### src/rtl/vppm_period_estimator.sv
// Preamble period estimator for the VPPM receiver: times rising edges of VppmIn,
// averages 2**AVG_LOG2 mutually consistent periods and publishes (average - 2).
module vppm_period_estimator #(
  parameter int          MIN_PERIOD = 16,
  parameter logic [24:0] MAX_PERIOD = 25'h1FFFFFF,
  parameter int          AVG_LOG2   = 3,
  parameter int          TOL        = 4
) (
  input  logic        clk,
  input  logic        rst,
  input  logic        VppmIn,
  output logic        freqAvailable,
  output logic [31:0] signalFrequency,
  output logic        periodErr
);

  localparam int CNT_W  = 25;
  localparam int ACC_W  = CNT_W + AVG_LOG2;
  localparam int WCNT_W = AVG_LOG2 + 1;

  localparam logic [WCNT_W-1:0] WIN_LAST = WCNT_W'((1 << AVG_LOG2) - 1);
  localparam logic [CNT_W-1:0]  MIN_P    = CNT_W'(MIN_PERIOD);
  localparam logic [25:0]       TOL_D    = 26'(TOL);

  localparam logic [1:0] IDLE    = 2'd0;
  localparam logic [1:0] MEASURE = 2'd1;
  localparam logic [1:0] LOCKED  = 2'd2;

  logic              vppmMeta_r;
  logic              vppmSync_r;
  logic              vppmPrev_r;
  logic              edge_r;
  logic [1:0]        state_r;
  logic [CNT_W-1:0]  periodCnt_r;
  logic [WCNT_W-1:0] winCnt_r;
  logic [ACC_W-1:0]  acc_r;
  logic [CNT_W-1:0]  ref_r;
  logic              done_r;

  logic [1:0]        state_s;
  logic [CNT_W-1:0]  periodCnt_s;
  logic [WCNT_W-1:0] winCnt_s;
  logic [ACC_W-1:0]  acc_s;
  logic [CNT_W-1:0]  ref_s;
  logic              done_s;
  logic              err_s;
  logic              accept_s;
  logic              glitch_s;
  logic              timeout_s;
  logic              consistent_s;
  logic signed [25:0] diff_s;
  logic [25:0]       absDiff_s;
  logic [ACC_W-1:0]  avg_s;

  // Two-flop synchronizer followed by a registered rising-edge detector.
  always_ff @(posedge clk) begin
    if (rst) begin
      vppmMeta_r <= 1'b0;
      vppmSync_r <= 1'b0;
      vppmPrev_r <= 1'b0;
      edge_r     <= 1'b0;
    end else begin
      vppmMeta_r <= VppmIn;
      vppmSync_r <= vppmMeta_r;
      vppmPrev_r <= vppmSync_r;
      edge_r     <= vppmSync_r & ~vppmPrev_r;
    end
  end

  assign glitch_s     = (periodCnt_r < MIN_P);
  assign accept_s     = edge_r && ((state_r == IDLE) || !glitch_s);
  assign diff_s       = $signed({1'b0, periodCnt_r}) - $signed({1'b0, ref_r});
  assign absDiff_s    = diff_s[25] ? 26'(-diff_s) : 26'(diff_s);
  assign consistent_s = (absDiff_s <= TOL_D);
  // An edge landing on the last legal count is a real period, so it beats the timeout.
  assign timeout_s    = (state_r != IDLE) && !accept_s &&
                        (periodCnt_r >= (MAX_PERIOD - 25'd1));
  assign avg_s        = acc_r >> AVG_LOG2;

  // Next-state logic for the period counter, averaging window and FSM.
  always_comb begin
    state_s     = state_r;
    periodCnt_s = periodCnt_r;
    winCnt_s    = winCnt_r;
    acc_s       = acc_r;
    ref_s       = ref_r;
    done_s      = 1'b0;
    err_s       = 1'b0;

    if (accept_s) begin
      periodCnt_s = 25'd1;
    end else if (periodCnt_r != MAX_PERIOD) begin
      periodCnt_s = periodCnt_r + 25'd1;
    end else begin
      periodCnt_s = periodCnt_r;
    end

    case (state_r)
      IDLE: begin
        if (edge_r) begin
          state_s  = MEASURE;
          winCnt_s = '0;
          acc_s    = '0;
        end else begin
          state_s = IDLE;
        end
      end
      MEASURE, LOCKED: begin
        if (done_r) begin
          state_s = LOCKED;
        end else if (accept_s) begin
          if (winCnt_r == '0) begin
            ref_s    = periodCnt_r;
            acc_s    = ACC_W'(periodCnt_r);
            winCnt_s = WCNT_W'(1);
          end else if (consistent_s) begin
            acc_s = acc_r + ACC_W'(periodCnt_r);
            if (winCnt_r == WIN_LAST) begin
              winCnt_s = '0;
              done_s   = 1'b1;
            end else begin
              winCnt_s = winCnt_r + WCNT_W'(1);
            end
          end else begin
            err_s    = 1'b1;
            ref_s    = periodCnt_r;
            acc_s    = ACC_W'(periodCnt_r);
            winCnt_s = WCNT_W'(1);
          end
        end else if (timeout_s) begin
          state_s = IDLE;
          err_s   = 1'b1;
        end else begin
          state_s = state_r;
        end
      end
      default: begin
        state_s = IDLE;
      end
    endcase
  end

  // Core state registers.
  always_ff @(posedge clk) begin
    if (rst) begin
      state_r     <= IDLE;
      periodCnt_r <= '0;
      winCnt_r    <= '0;
      acc_r       <= '0;
      ref_r       <= '0;
      done_r      <= 1'b0;
    end else begin
      state_r     <= state_s;
      periodCnt_r <= periodCnt_s;
      winCnt_r    <= winCnt_s;
      acc_r       <= acc_s;
      ref_r       <= ref_s;
      done_r      <= done_s;
    end
  end

  // Published estimate; the accumulator still holds the finished window sum while done_r is set.
  always_ff @(posedge clk) begin
    if (rst) begin
      freqAvailable   <= 1'b0;
      signalFrequency <= 32'd0;
      periodErr       <= 1'b0;
    end else begin
      periodErr <= err_s;
      if (done_r) begin
        signalFrequency <= 32'(avg_s) - 32'd2;
        freqAvailable   <= 1'b1;
      end else if (timeout_s) begin
        signalFrequency <= signalFrequency;
        freqAvailable   <= 1'b0;
      end else begin
        signalFrequency <= signalFrequency;
        freqAvailable   <= freqAvailable;
      end
    end
  end

endmodule
### config.mk
export PLATFORM = sky130hd
export DESIGN_NAME = vppm_period_estimator
export DESIGN_NICKNAME = d
export VERILOG_FILES = /design/src/rtl/vppm_period_estimator.sv
export SDC_FILE = /design/constraint.sdc
export NUM_CORES = 1
export LEC_CHECK = 0
export CORE_MARGIN = 5
export CORE_UTILIZATION = 67
export DETAILED_ROUTE_END_ITERATION = 10
export PLACE_DENSITY = 0.87
export SYNTH_ARGS = -nofsm -noshare
export SYNTH_HDL_FRONTEND = slang
export SYNTH_SLANG_ARGS = --single-unit
### constraint.sdc
create_clock -name clk -period 11.07 [get_ports clk]
set_input_delay 1.107 -clock clk [delete_from_list [all_inputs] [get_ports clk]]
set_output_delay 1.107 -clock clk [all_outputs]
set_load 0.05 [all_outputs]
==> flow_summary.json, run 1 <==
{
  "syn_area_um2": 8850,
  "syn_area_per_cell_um2": 7.82,
  "post-route-period-util_pct": 59.0,
  "p_leak_nw": 4.10,
  "path_delay_family": "compound AO/OA/AOI/OAI gates",
  "initial_core_util_pct": 67.6,
  "multi_input_area_um2": 6080,
  "seq_area_um2": 2340,
  "cts_tree": "done",
  "tns_ns": 0,
  "yosysUniqueCellTypes": 71,
  "crit_chain": "inv_1 > ha_1 > inv_1 > fa_1 > a21o_1 > a221o_1 > o211ai_1 > a2bb2oi_1 > a211oi_1 > nor4b_1 > o22ai_1 > a2111oi_0 > o21ai_1 > nor4_4 > nand2_2 > or4b_1 > a21oi_1",
  "max_freq_ghz": 0.153,
  "routed_wl_um": 24300,
  "post_drt_wl_per_cell_um": 18.3,
  "cp_max_fo": 36,
  "via_count": 8748,
  "hold_start": "vppmPrev_r$_SDFF_PP0_",
  "relSlewSlack_pct": 21.9,
  "r2r-end": "winCnt_r[3]$_SDFFE_PP0P_",
  "cts.reportedPaths.clkPinSlew_ns": 0.06,
  "irDropWorstVdd_mv": 0.0990,
  "drc": 0,
  "h-tree-depth": 4,
  "hold_path_end": "edge_r$_SDFF_PP0_",
  "worst_pin_slew_ns": 1.17,
  "die_y_um": 125,
  "hp-class": "flip-flop to flip-flop",
  "fp.dieW_um": 125,
  "cts_buffer_depth": 2,
  "drv_cap": 0,
  "r2r_start": "periodCnt_r[0]$_SDFFE_PP0P_",
  "gp_congestion": 0.963,
  "syn-instance-count": 1132,
  "ys.flop_type": "dfxtp_1",
  "n_antenna_cell": 0,
  "powerDensity_nw_per_um2": 120,
  "pin_count": 37,
  "core.rowCount": 42,
  "synth_edf_count": 0,
  "antenna_left": 0,
  "overflow": 0,
  "num-fill-cells": 919,
  "post_dp_cell_area_um2": 9220,
  "cts_resized": 0,
  "drtIter0Drc": 861,
  "viasPerCell": 6.61,
  "root_buffer": "clkbuf_16",
  "critPathArrivalTime_ns": 6.88,
  "path_class": "flip-flop to flip-flop",
  "end_kind": "flip-flop",
  "critical_path.max_stage_delay_ns": 0.72,
  "status": "finished, final reports clean",
  "min_path_cells": 1,
  "cts.sinks": 117,
  "crit_path_top_delay_cell": "or4b_1",
  "worstPathRequired_ns": 11.41,
  "antenna_found_initial": 0,
  "final_cell_mix": "nor2_1 (127), dfxtp_1 (116), nand2_1 (88)",
  "synthToLayoutAreaGrowth_pct": 11.6,
  "hold_violations": 0,
  "synth_warnings": 0,
  "worst_setup_path_start_kind": "flip-flop",
  "port_buffers": 36,
  "setup_violations": 0,
  "cts_buffers": 17,
  "postCtsSetupBuffers": 0,
  "core_um2": 13100,
  "skew_ns": 0.00860,
  "ys_seq_area_share_pct": 26.5,
  "critPathBufInv": 2,
  "cpMostUsedCell": "inv_1",
  "ys_ff_latch": 117,
  "grt_pass1_vias": 8374,
  "drive_above_1_share_pct": 5.05,
  "syn_nets": 1193,
  "slew_viol_final": 0,
  "layout_min_cycle_time_ns": 6.53,
  "clk-insertion-delay-late_ns": 0.42,
  "rsz0062_at_grt": "false",
  "grt_max_degree": 66,
  "layout_commonest_cell": "nor2_1",
  "place_hpwl_um": 16700,
  "design_area_um2": 9880,
  "dr.pass1.iters": 5,
  "dieArea_um2": 15600,
  "async_flop_share_pct": 0,
  "ctsHoldBuffers": 0,
  "grt_pass1_wl_um": 40400,
  "rrSetupSlack_ns": 4.54,
  "reg2reg_depth": 17,
  "grt_usage_pct": 30.4,
  "fin_nets": 1196
}
==> metal layers <==
| layer | track usage, % | routed length [µm] | up-vias |
|---|---|---|---|
| li1 | - | - | 4174 |
| met1 | 39.8 | 10400 | 4087 |
| met2 | 50.8 | 11500 | 413 |
| met3 | 5.33 | 1780 | 74 |
| met4 | 10.5 | 650 | 0 |
| met5 | 0 | 0 | - |
==> state kept, by name, summed over array words and instances (netlist names), 2 cells and up <==
name             cells
ref_r               25
state_r              2
periodCnt_r         25
signalFrequency     26
winCnt_r             4
acc_r               28
==> through the flow <==
step | util [%] | setup slack [ns] | total power [mW] | hold slack, ns | instances
2_1_floorplan | - | 6.17 | 0.541 | 0.367 | 1132
3_3_place_gp | 70.5 | 4.98 | 0.575 | 0.372 | 1292
3_5_place_dp | 70.5 | 4.77 | 0.574 | 0.375 | 1292
4_1_cts | 75.5 | 4.70 | 1.18 | 0.384 | 1324
5_1_grt | 75.5 | 4.13 | 1.22 | 0.406 | 1324
6_report | 75.5 | 4.54 | 1.19 | 0.385 | 1324
==> power by group <==
part | switching, mW | internal, mW | leakage, nW
Combinational | 0.0938 | 0.0534 | 2.84
Clock | 0.202 | 0.411 | 0.313
Sequential | 0.00270 | 0.423 | 0.944
==> layout make-up <==
cell class	count	area share (%)
inverter	50	1.90
multi-input combinational	909	61.6
clock inverter	12	2.03
tap	176	2.23
clock buffer	20	4.62
sequential	117	23.7
timing repair buffer	40	3.90
==> cell families after synthesis <==
group	synth area share (%)
compound gates	22.5
xor+xnor	6.11
fa+ha+maj	8.37
buf+inv	4.95
flops	26.5
mux	7.63
simple gates	23.9
==> cell usage after synthesis, drive strengths merged (6+ instances only) <==
master | instances | area, µm²
or3 | 18 | 113
nand2 | 89 | 337
a211oi | 25 | 188
o21a | 8 | 67.6
inv | 50 | 188
nand4 | 20 | 125
nor3 | 25 | 125
xor2 | 24 | 218
nand3 | 32 | 160
nor2b | 15 | 93.8
and2 | 9 | 56.3
o211ai | 11 | 82.6
ha | 56 | 701
mux2i | 63 | 631
o21ai | 77 | 385
nand4b | 6 | 52.6
nor2 | 127 | 477
dfxtp | 117 | 2340
nor4 | 16 | 115
buf | 16 | 100
nand2b | 14 | 87.6
xnor2 | 36 | 323
o31ai | 9 | 67.6
a311oi | 13 | 114
o22ai | 7 | 43.8
a2111oi | 6 | 52.6
a21o | 22 | 165
a21oi | 69 | 345
or2 | 7 | 43.8
clkbuf | 40 | 150
a31oi | 8 | 50.1
and3 | 10 | 62.6
or4 | 9 | 67.6
nor3b | 7 | 52.6
==> how the worst max path moves through the flow <==
stage	start	to	slack [ns]	cells after the start
final	periodCnt_r[0]$_SDFFE_PP0P_	winCnt_r[3]$_SDFFE_PP0P_	4.54	17
after global routing	periodCnt_r[0]$_SDFFE_PP0P_	winCnt_r[3]$_SDFFE_PP0P_	4.13	17
after CTS	periodCnt_r[0]$_SDFFE_PP0P_	winCnt_r[3]$_SDFFE_PP0P_	4.70	17
after detailed placement	periodCnt_r[0]$_SDFFE_PP0P_	winCnt_r[3]$_SDFFE_PP0P_	4.77	17
after global placement	periodCnt_r[0]$_SDFFE_PP0P_	winCnt_r[3]$_SDFFE_PP0P_	4.98	17
after floorplan	periodCnt_r[0]$_SDFFE_PP0P_	ref_r[10]$_SDFFE_PP0P_	6.17	18
No activity file was read; power rests on OpenSTA's default activity.
==> run 2, diff against run 1 <==
--- a/config.mk
+++ b/config.mk
@@ -6,9 +6,9 @@
 export NUM_CORES = 1
 export LEC_CHECK = 0
 export CORE_MARGIN = 5
-export CORE_UTILIZATION = 67
+export CORE_UTILIZATION = 56
 export DETAILED_ROUTE_END_ITERATION = 10
-export PLACE_DENSITY = 0.87
+export PLACE_DENSITY = 0.77
 export SYNTH_ARGS = -nofsm -noshare
 export SYNTH_HDL_FRONTEND = slang
 export SYNTH_SLANG_ARGS = --single-unit
==> constraint.sdc (replaced) <==
create_clock -name clk -period 6 [get_ports clk]
set_input_delay 0.6 -clock clk [delete_from_list [all_inputs] [get_ports clk]]
set_output_delay 0.6 -clock clk [all_outputs]
set_load 0.05 [all_outputs]
==> flow_summary.json, run 2 (synthesized netlist as in run 1, its figures left out) <==
{
  "relSlewSlack_pct": 25.4,
  "worst_pin_slew_ns": 1.12,
  "overflow": 0,
  "drive_above_1_share_pct": 6.60,
  "pin_count": 37,
  "cts_buffers": 17,
  "antenna_found_initial": 0,
  "clk-insertion-delay-late_ns": 0.41,
  "end_kind": "flip-flop",
  "cts.reportedPaths.clkPinSlew_ns": 0.06,
  "skew_ns": 0.00679,
  "min_path_cells": 1,
  "design_area_um2": 10100,
  "worstPathRequired_ns": 6.36,
  "port_buffers": 36,
  "post_drt_wl_per_cell_um": 16.7,
  "hp-class": "flip-flop to flip-flop",
  "drc": 0,
  "reg.largest.list": "acc_r (28), signalFrequency (26)",
  "cts_tree": "done",
  "max_freq_ghz": 0.177,
  "powerDensity_nw_per_um2": 215,
  "drv_cap": 0,
  "num-fill-cells": 1354,
  "gp_congestion": 0.962,
  "via_count": 8412,
  "die_y_um": 136,
  "layout_commonest_cell": "nor2_1",
  "p_leak_nw": 4.20,
  "grt_usage_pct": 25.8,
  "fp.dieW_um": 136,
  "largest_reg_flops": 28,
  "postCtsSetupBuffers": 0,
  "fin_nets": 1215,
  "cp_max_fo": 6,
  "viasPerCell": 6.09,
  "tns_ns": 0,
  "n_antenna_cell": 0,
  "hold_violations": 0,
  "antenna_left": 0,
  "cts_resized": 0,
  "irDropWorstVdd_mv": 0.227,
  "core_um2": 15700,
  "critPathArrivalTime_ns": 6.00,
  "initial_core_util_pct": 56.3,
  "slew_viol_final": 0,
  "post_dp_cell_area_um2": 9430,
  "layout_min_cycle_time_ns": 5.64,
  "top_register": "acc_r",
  "post-route-period-util_pct": 94.1,
  "core.rowCount": 46,
  "synthToLayoutAreaGrowth_pct": 13.7,
  "status": "finished, final reports clean",
  "h-tree-depth": 4,
  "worst_setup_path_start_kind": "flip-flop",
  "reg2reg_depth": 18,
  "ctsHoldBuffers": 0,
  "setup_violations": 0,
  "path_class": "flip-flop to flip-flop",
  "routed_wl_um": 23100,
  "grt_max_degree": 66,
  "rsz0062_at_grt": "false",
  "dr.pass1.iters": 5,
  "cts.sinks": 117,
  "cts_buffer_depth": 2,
  "grt_pass1_vias": 7913,
  "dieArea_um2": 18400,
  "drtIter0Drc": 718,
  "grt_pass1_wl_um": 39100,
  "final_cell_mix": "nor2_1 (127), dfxtp_1 (116), nand2_1 (88)",
  "root_buffer": "clkbuf_16",
  "place_hpwl_um": 16900
}
[run 2: cell count changes in the layout (fill, tap and decap cells not counted)]
cell	delta
clkbuf_1	-1
buf_12	+1
clkbuf_8	-2
inv_6	-1
clkinv_4	+1
clkinv_2	+2
buf_4	+18
[run 2: final timing paths]
path | slack, ns | end | start
hold / removal | 0.39 | edge_r$_SDFF_PP0_ | vppmPrev_r$_SDFF_PP0_
setup / recovery | 0.36 | acc_r[26]$_SDFFE_PP0P_ | periodCnt_r[0]$_SDFFE_PP0P_
setup reg to reg | 0.36 | acc_r[26]$_SDFFE_PP0P_ | periodCnt_r[0]$_SDFFE_PP0P_
hold reg to reg | 0.39 | edge_r$_SDFF_PP0_ | vppmPrev_r$_SDFF_PP0_
[run 2: worst max-delay path, stage by stage, from the launching register on]
cell and delay (ns):
dfxtp_1 0.38, inv_1 0.12, ha_1 0.19, inv_1 0.06, fa_1 0.39, a21o_1 0.24
a311o_1 0.43, a221oi_2 0.36, o21a_4 0.22, xor2_2 0.25, o21ai_1 0.11, a2111oi_0 0.36
or4b_1 0.45, or4_1 0.58, nor4_4 0.49, nand2_2 0.16, buf_4 0.18, a2111oi_0 0.44
a211o_1 0.17
[run 2: metrics by stage]
stage	power, mW	setup slack [ns]	util, %	hold WS [ns]	instances
floorplan	0.999	1.10	-	0.367	1132
global placement	1.07	0.629	60.0	0.382	1351
detailed placement	1.07	0.442	60.0	0.377	1351
CTS	2.16	0.404	64.0	0.387	1382
global route	2.24	0.0291	64.0	0.401	1382
finish	2.17	0.357	64.0	0.387	1382
[run 2: metal layers]
| metal | up-vias | track usage (%) | wire length (µm) |
|---|---|---|---|
| met5 | - | 0 | 0 |
| li1 | 4203 | - | - |
| met3 | 36 | 5.16 | 1220 |
| met2 | 240 | 41.0 | 10500 |
| met1 | 3933 | 35.9 | 11000 |
| met4 | 0 | 6.27 | 335 |
[run 2: final cells by class]
cell class	instances	area (µm²)	area share, %
Multi-Input combinational cell	909	6080	60.5
Sequential cell	117	2340	23.3
Timing Repair Buffer	59	541	5.37
Clock buffer	17	425	4.23
Tap cell	216	270	2.69
Clock inverter	14	210	2.09
Inverter	50	188	1.87
[run 2: power breakdown]
group          leakage, nW  switching (mW)  total, mW  internal [mW]
Sequential           0.944         0.00283      0.783          0.780
Combinational         2.95           0.178      0.283          0.105
Clock                0.304           0.368       1.10          0.731
Total                 4.20           0.549       2.17           1.62
==> run 3, diff against run 2 <==
--- a/config.mk
+++ b/config.mk
@@ -6,9 +6,9 @@
 export NUM_CORES = 1
 export LEC_CHECK = 0
 export CORE_MARGIN = 5
-export CORE_UTILIZATION = 56
+export CORE_UTILIZATION = 50
 export DETAILED_ROUTE_END_ITERATION = 10
-export PLACE_DENSITY = 0.77
+export PLACE_DENSITY = 0.7
 export SYNTH_ARGS = -nofsm -noshare
 export SYNTH_HDL_FRONTEND = slang
 export SYNTH_SLANG_ARGS = --single-unit
==> flow_summary.json, run 3 (synthesized netlist as in run 1, its figures left out) <==
{
  "layout_min_cycle_time_ns": 5.56,
  "postCtsSetupBuffers": 0,
  "gp_congestion": 0.950,
  "worstPathRequired_ns": 6.35,
  "tns_ns": 0,
  "worst_pin_slew_ns": 1.11,
  "antenna_left": 0,
  "fin_nets": 1214,
  "core.rowCount": 48,
  "end_kind": "flip-flop",
  "grt_max_degree": 54,
  "cp_max_fo": 26,
  "drc": 0,
  "cts_tree": "done",
  "ctsHoldBuffers": 0,
  "min_path_cells": 1,
  "setup_violations": 0,
  "reg2reg_depth": 18,
  "slew_viol_final": 0,
  "dr.pass1.iters": 5,
  "cts_buffer_depth": 2,
  "core_um2": 17400,
  "grtUsageMet1_pct": 32.1,
  "via_count": 8372,
  "irDropWorstVdd_mv": 0.196,
  "max_freq_ghz": 0.180,
  "relSlewSlack_pct": 26.0,
  "clk-insertion-delay-late_ns": 0.42,
  "reg.largest.list": "acc_r (28), signalFrequency (26)",
  "initial_core_util_pct": 51.0,
  "rsz0062_at_grt": "false",
  "die_y_um": 143,
  "cts_resized": 0,
  "post_drt_wl_per_cell_um": 16.1,
  "grt_util_met2_pct": 34.9,
  "drtIter0Drc": 732,
  "antenna_found_initial": 0,
  "grt_pass1_vias": 7681,
  "dieArea_um2": 20500,
  "routed_wl_um": 22500,
  "final_cell_mix": "nor2_1 (127), dfxtp_1 (116), nand2_1 (88)",
  "critPathArrivalTime_ns": 5.91,
  "top_register": "acc_r",
  "grt_use_met3_pct": 4.59,
  "fp.dieW_um": 143,
  "hold_ws_ns": 0.398,
  "layout_commonest_cell": "nor2_1",
  "post-route-period-util_pct": 92.7,
  "powerDensity_nw_per_um2": 211,
  "place_hpwl_um": 16700,
  "h-tree-depth": 4,
  "path_class": "flip-flop to flip-flop",
  "grt_pass1_wl_um": 38100,
  "multi_input_area_um2": 6080,
  "skew_ns": 0.0112,
  "seq_area_um2": 2340,
  "pin_count": 37,
  "root_buffer": "clkbuf_16",
  "busiest_layer": "met2",
  "hp-class": "flip-flop to flip-flop",
  "worst_setup_path_start_kind": "flip-flop",
  "p_leak_nw": 4.17,
  "cts.sinks": 117,
  "largest_reg_flops": 28,
  "status": "finished, final reports clean",
  "viasPerCell": 6.02,
  "overflow": 0,
  "num-fill-cells": 1616,
  "drive_above_1_share_pct": 6.60,
  "hold_violations": 0,
  "cts.reportedPaths.clkPinSlew_ns": 0.06,
  "drv_cap": 0,
  "synthToLayoutAreaGrowth_pct": 13.4,
  "grt_usage_pct": 22.4,
  "cts_buffers": 17,
  "n_antenna_cell": 0,
  "port_buffers": 36
}
[run 3: area by class of cell]
| type | count | share of cell area, % |
|---|---|---|
| Sequential cell | 117 | 23.4 |
| Multi-Input combinational cell | 909 | 60.6 |
| Clock inverter | 14 | 1.77 |
| Inverter | 50 | 1.87 |
| Tap cell | 225 | 2.81 |
| Timing Repair Buffer | 58 | 5.19 |
| Clock buffer | 18 | 4.38 |
[run 3: per-stage QoR]
stage / total power, mW / setup WS, ns / cell area (µm²) / utilization (%) / cells
CTS: 2.12 / 0.295 / 10000 / 57.8 / 1391
global route: 2.20 / 0.0626 / 10000 / 57.8 / 1391
global placement: 1.06 / 0.434 / 9420 / 54.3 / 1359
floorplan: 0.999 / 1.10 / 8850 / - / 1132
finish: 2.12 / 0.439 / 10000 / 57.8 / 1391
detailed placement: 1.06 / 0.308 / 9420 / 54.3 / 1359
[run 3: worst max-delay path: stages (launching register included)]
cell and delay, ns:
dfxtp_1 0.36, inv_1 0.10, ha_1 0.21, inv_1 0.07, fa_1 0.39, a21o_1 0.25, a311o_1 0.43, a221oi_2 0.35
o21a_4 0.21, xor2_2 0.22, o21ai_1 0.10, a2111oi_0 0.36, or4b_1 0.48, or4_1 0.59, nor4_4 0.36, nand2_2 0.23
buf_4 0.34, o31a_1 0.32, mux2i_1 0.12
[run 3: final timing paths]
| kind | startpoint | endpoint | slack (ns) |
|---|---|---|---|
| worst max register to register | periodCnt_r[0]$_SDFFE_PP0P_ | acc_r[25]$_SDFFE_PP0P_ | 0.44 |
| worst max-delay path | periodCnt_r[0]$_SDFFE_PP0P_ | acc_r[25]$_SDFFE_PP0P_ | 0.44 |
| worst min register to register | vppmPrev_r$_SDFF_PP0_ | edge_r$_SDFF_PP0_ | 0.40 |
| worst min-delay path | vppmPrev_r$_SDFF_PP0_ | edge_r$_SDFF_PP0_ | 0.40 |
[run 3: layer usage]
layer,vias to the layer above,share of wire [%]
met1,3891,49
met2,228,45
met4,0,1.3
met5,-,0
li1,4224,-
met3,29,5.1
[run 3: power breakdown]
| group | leakage, nW | switching [mW] | internal [mW] |
|---|---|---|---|
| clock network | 0.289 | 0.392 | 0.667 |
| registers | 0.944 | 0.00248 | 0.780 |
| logic | 2.94 | 0.174 | 0.102 |
| total | 4.17 | 0.568 | 1.55 |
